[config.mk]
export PLATFORM = sky130hd
export DESIGN_NAME = cmos_burst_sched
export DESIGN_NICKNAME = d
export VERILOG_FILES = /design/src/rtl/cmos_burst_sched.sv
export SDC_FILE = /design/constraint.sdc
export NUM_CORES = 1
export LEC_CHECK = 0
export BUFFER_PORTS_ARGS = -buffer_cell sky130_fd_sc_hd__buf_2
export CORE_ASPECT_RATIO = 0.9
export CORE_MARGIN = 8
export CORE_UTILIZATION = 48
export CTS_BUF_LIST = sky130_fd_sc_hd__clkbuf_8 sky130_fd_sc_hd__clkbuf_16
export DETAILED_ROUTE_END_ITERATION = 10
export PLACE_DENSITY = 0.8
export REMOVE_ABC_BUFFERS = 1
export SYNTH_ARGS = -nofsm -noshare
export SYNTH_HDL_FRONTEND = slang
export SYNTH_SLANG_ARGS = --single-unit
[constraint.sdc]
create_clock -name clk -period 1.2 [get_ports clk]
set_input_delay 0.18 -clock clk [delete_from_list [all_inputs] [get_ports clk]]
set_output_delay 0.18 -clock clk [all_outputs]
set_load 0.01 [all_outputs]
[src/rtl/cmos_burst_sched.sv]
// cmos_burst_sched: round-robin burst scheduler draining two line FIFOs into one
// downstream write FIFO, with stall handling and a fixed post-burst idle gap.
module cmos_burst_sched #(
  parameter int BURST_LEN  = 256,
  parameter int GAP_CYCLES = 2
) (
  input  logic clk,
  input  logic rst_n,
  input  logic enable,
  input  logic ch1_rdy,
  input  logic ch2_rdy,
  input  logic dst_full,
  output logic ch1_rd_en,
  output logic ch2_rd_en,
  output logic sel,
  output logic dst_wr_en,
  output logic burst_done,
  output logic burst_ch
);
  localparam int CW = $clog2(BURST_LEN);
  localparam int GW = $clog2(GAP_CYCLES);
  typedef enum logic [1:0] {IDLE, BURST, GAP} state_t;
  state_t state_q, state_d;
  logic [CW-1:0] cnt_q, cnt_d;
  logic [GW-1:0] gap_q, gap_d;
  logic ch_q, ch_d, last_q, last_d;
  logic arm_q, rd1_q, rd2_q, done1_q, done2_q;
  logic rd, last_word, grant, grant_ch1, gap_end;
  assign rd        = (state_q == BURST) && !dst_full;
  assign last_word = rd && (cnt_q == CW'(BURST_LEN - 1));
  // arm_q holds off the first grant until the second edge after reset release
  assign grant     = (state_q == IDLE) && arm_q && enable && (ch1_rdy || ch2_rdy);
  assign grant_ch1 = ch1_rdy && (!ch2_rdy || !last_q);
  assign gap_end   = (gap_q == GW'(GAP_CYCLES - 1));
  always_comb begin
    state_d = state_q;
    cnt_d   = cnt_q;
    gap_d   = gap_q;
    ch_d    = ch_q;
    last_d  = last_q;
    if (state_q == IDLE) begin
      if (grant) begin
        state_d = BURST;
        ch_d    = grant_ch1;
        last_d  = grant_ch1;
      end
    end else if (state_q == BURST) begin
      cnt_d   = rd ? (last_word ? '0 : cnt_q + CW'(1)) : cnt_q;
      state_d = last_word ? GAP : BURST;
    end else if (state_q == GAP) begin
      gap_d   = gap_end ? '0 : gap_q + GW'(1);
      state_d = gap_end ? IDLE : GAP;
    end else begin
      state_d = IDLE;
    end
  end
  always_ff @(posedge clk or negedge rst_n) begin
    if (!rst_n) begin
      state_q <= IDLE;
      cnt_q   <= '0;
      gap_q   <= '0;
      ch_q    <= 1'b1;
      last_q  <= 1'b0;
      arm_q   <= 1'b0;
      rd1_q   <= 1'b0;
      rd2_q   <= 1'b0;
      done1_q <= 1'b0;
      done2_q <= 1'b0;
    end else begin
      state_q <= state_d;
      cnt_q   <= cnt_d;
      gap_q   <= gap_d;
      ch_q    <= ch_d;
      last_q  <= last_d;
      arm_q   <= 1'b1;
      rd1_q   <= rd;
      rd2_q   <= rd1_q;
      done1_q <= last_word;
      done2_q <= done1_q;
    end
  end
  // two-stage delay matches FIFO read latency plus the registered mux
  assign ch1_rd_en  = rd && ch_q;
  assign ch2_rd_en  = rd && !ch_q;
  assign sel        = ch_q;
  assign burst_ch   = ch_q;
  assign dst_wr_en  = rd2_q;
  assign burst_done = done2_q;
endmodule
==> metrics.txt <==
period utilisation layout 121%; Reg2Reg Depth 6; Int Pwr 0.00160 W; Post-DP HPWL 1250 um; # IOs 12; Max Root-Sink Buffers 2; cell taking the most area after synthesis dfrtp_1; total number of vias 706; Routability Congestion ~0.8; Worst Path Required slightly above 1 ns; Die ar. 3270 um^2; grt total ovfl 0; Lkg Pwr ~0.60 nW; Starting Density between 40% and 50%; first-pass GRT wire length 3590 um; Synth Register Bits 18; Max FO, Critical Path 3; ys flop type dfrtp_1; routed length per instance around 15 um; Syn Std Cell Area 812 um^2; initial drt markers 23; Reg clk slew, reported paths 0.07 ns; Period minus WS final approximately 1.4 ns; hold slack ~0.21 ns; vias in the first global route roughly 780; Power Total between 0.002 and 0.0025 W; Final Instance Area 1270 um^2; reg-to-reg endpoint cnt_q[6]; Hold Crit Depth 3; part of the power in registers between 30% and 40%; Area Growth Syn to Fin 56.9%; largest net degree at the start of global routing 19; synth unique cells 30; htree depth 1; Detail Route Antenna Nets 0; ANT cells 0; mean post-synth cell area approximately 11 um^2; class of the worst hold path input port to flip-flop; # setup viols final 15; reg-to-reg setup timing slack -0.23 ns; # DRC 0; endpoints failing hold 0; clk_skew roughly 0.0046 ns; total track usage between 10% and 20%; share of post-route cells with drive strength above 1 between 50% and 60%; Pwr per Cell Area approximately 1900 nW/um^2; Buffers on Ports 11; count of flip-flops with a built-in enable after synthesis 0; status finished, violations left; CP Launch Type flip-flop; drt via density a little over 5; final core occ approximately four fifths; hold endpoint burst_ch; Synth area leaders dfrtp_1 (52%), nand2_1 (4.6%), nand4bb_4 (3.4%); nets 120; maximum vdd drop 1380 uV; Switching Fraction a little over a third; placed cell areas between 900 and 1000 um^2; drt pass-1 iters 4; RSZ-0062 raised after global routing yes; sequential fraction of the synthesis area between 50% and 60%; clock sink total 18; async set or reset register ratio after synthesis 100%; Yosys warning total 0; kind of critical path flip-flop to output port; Root Buffer clkbuf_8; Clock Latency Late Sink ~0.25 ns; share of total power in the clock network 19.9%; Worst Slack Setup Final -0.247 ns; hold_sp ch1_rdy; critical path arrival 1.27 ns; final wirelength 2080 um; Max Clock Freq approximately 700 MHz; DIE WIDTH 59.4 um; Yosys top cell area share a little over half; Final Max Slew Viols 0; TritonCTS buffer count 3; site row count 14; initial antenna violation count 0; pre-CTS setup slack -0.225 ns; Post-Syn Instances 72; core area roughly 1600 um^2; P_sw slightly below 0.0009 W; die height about 55 um; failing checks setup timing; number of max-cap violations 0; CTS tree done; r2r startpoint state_q[1]; Comb pwr share ~44%; Crit. End Element output port
==> area by class of cell <==
cell class                 count  area, um^2
sequential                    18         453
fill                         103         355
inverter                       5        27.5
tap                           24        30.0
multi-input combinational     48         429
clock buffer                   4        55.1
timing repair buffer          37         279
==> synth_stat cells, types with 2 or more instances <==
cell / number
dfrtp_1: 17
nand2_1: 10
inv_1: 4
nor2_1: 4
o21ai_0: 4
nand3_1: 3
xnor2_1: 3
a31oi_1: 2
nor4_1: 2
o41ai_1: 2
or2b_1: 2
==> routing by layer <==
metal  wire length, um  share of wire (%)  track usage [%]
met2              1070                 51             26.0
met3               120                5.8             3.70
met1               864                 42             16.6
met4                25                1.2             7.14
met5                 0                  0                0
==> cells in the final DEF, fill, tap and decap left out, types with 2 or more instances in the layout <==
| cell type | count |
|---|---|
| clkbuf_8 | 4 |
| nor2_1 | 4 |
| nand2_1 | 9 |
| xnor2_1 | 2 |
| dfrtp_1 | 16 |
| inv_1 | 3 |
| o21ai_1 | 3 |
| nand3_1 | 2 |
| a21oi_2 | 2 |
| buf_6 | 7 |
| buf_2 | 11 |
| or2b_1 | 2 |
| a31oi_1 | 2 |
| nor4_4 | 3 |
| buf_4 | 18 |
==> logic make-up (layout without fill, tap and decap cells) <==
family / count (synthesis) / count (layout) / synth area share (%)
other: 1 / 1 / 0.462
AO/OA/AOI/OAI: 13 / 13 / 10.5
XOR/XNOR: 4 / 4 / 4.32
adder cells (fa/ha/maj): 1 / 1 / 1.54
buffers and inverters: 6 / 46 / 3.24
flip-flops: 18 / 18 / 55.6
AND/OR/NAND/NOR: 29 / 29 / 24.3
==> power groups by stage <==
| stage | Combinational (W) | Sequential [W] | Clock (W) |
|---|---|---|---|
| finish | 0.00109 | 0.000890 | 0.000492 |
| global route | 0.00119 | 0.000904 | 0.000527 |
| floorplan | 0.000321 | 0.000917 | 0 |
| detailed placement | 0.000741 | 0.000889 | 0 |
| global placement | 0.000725 | 0.000878 | 0 |
| CTS | 0.000941 | 0.000888 | 0.000503 |
==> how the worst max path moves through the flow <==
stage          startpoint    endpoint  slack, ns  cells after the start
2_1_floorplan  state_q[1]    cnt_q[5]      -0.16                      3
3_3_place_gp   state_q[1]    cnt_q[0]      -0.15                      4
3_5_place_dp   state_q[1]    cnt_q[0]      -0.23                      4
4_1_cts        state_q[1]   ch1_rd_en      -0.27                      3
5_1_grt        state_q[1]  state_q[0]      -0.30                      6
6_report       state_q[1]   ch2_rd_en      -0.25                      3
==> state kept, by name (all words and copies together) (netlist names) <==
signal and flops:
gap_end 1, arm_q 1, last_q 1, cnt_q 8, burst_done 1, burst_ch 1
dst_wr_en 1, rd1_q 1, done1_q 1, state_q 2
==> critical path, stage by stage (launching register included) <==
cell and delay [ns]:
dfrtp_1 0.40, or3b_4 0.39, nor2_1 0.09, buf_2 0.13
==> per-stage QoR <==
stage,instances,setup TNS (ns)
6_report,136,-2.27
5_1_grt,136,-3.12
4_1_cts,133,-1.82
3_5_place_dp,120,-1.36
3_3_place_gp,120,-0.888
2_1_floorplan,71,-0.420
==> repair_timing <==
| action | CTS | global route |
|---|---|---|
| pin swaps | 16 | 3 |
| resized for setup | 22 | 8 |
| endpoints found under the hold margin | 17 | 0 |
| buffers inserted | 8 | 4 |
| endpoints found under the setup margin | 13 | 16 |
| hold buffers | 1 | 0 |
No activity file was read; power rests on OpenSTA's default activity.
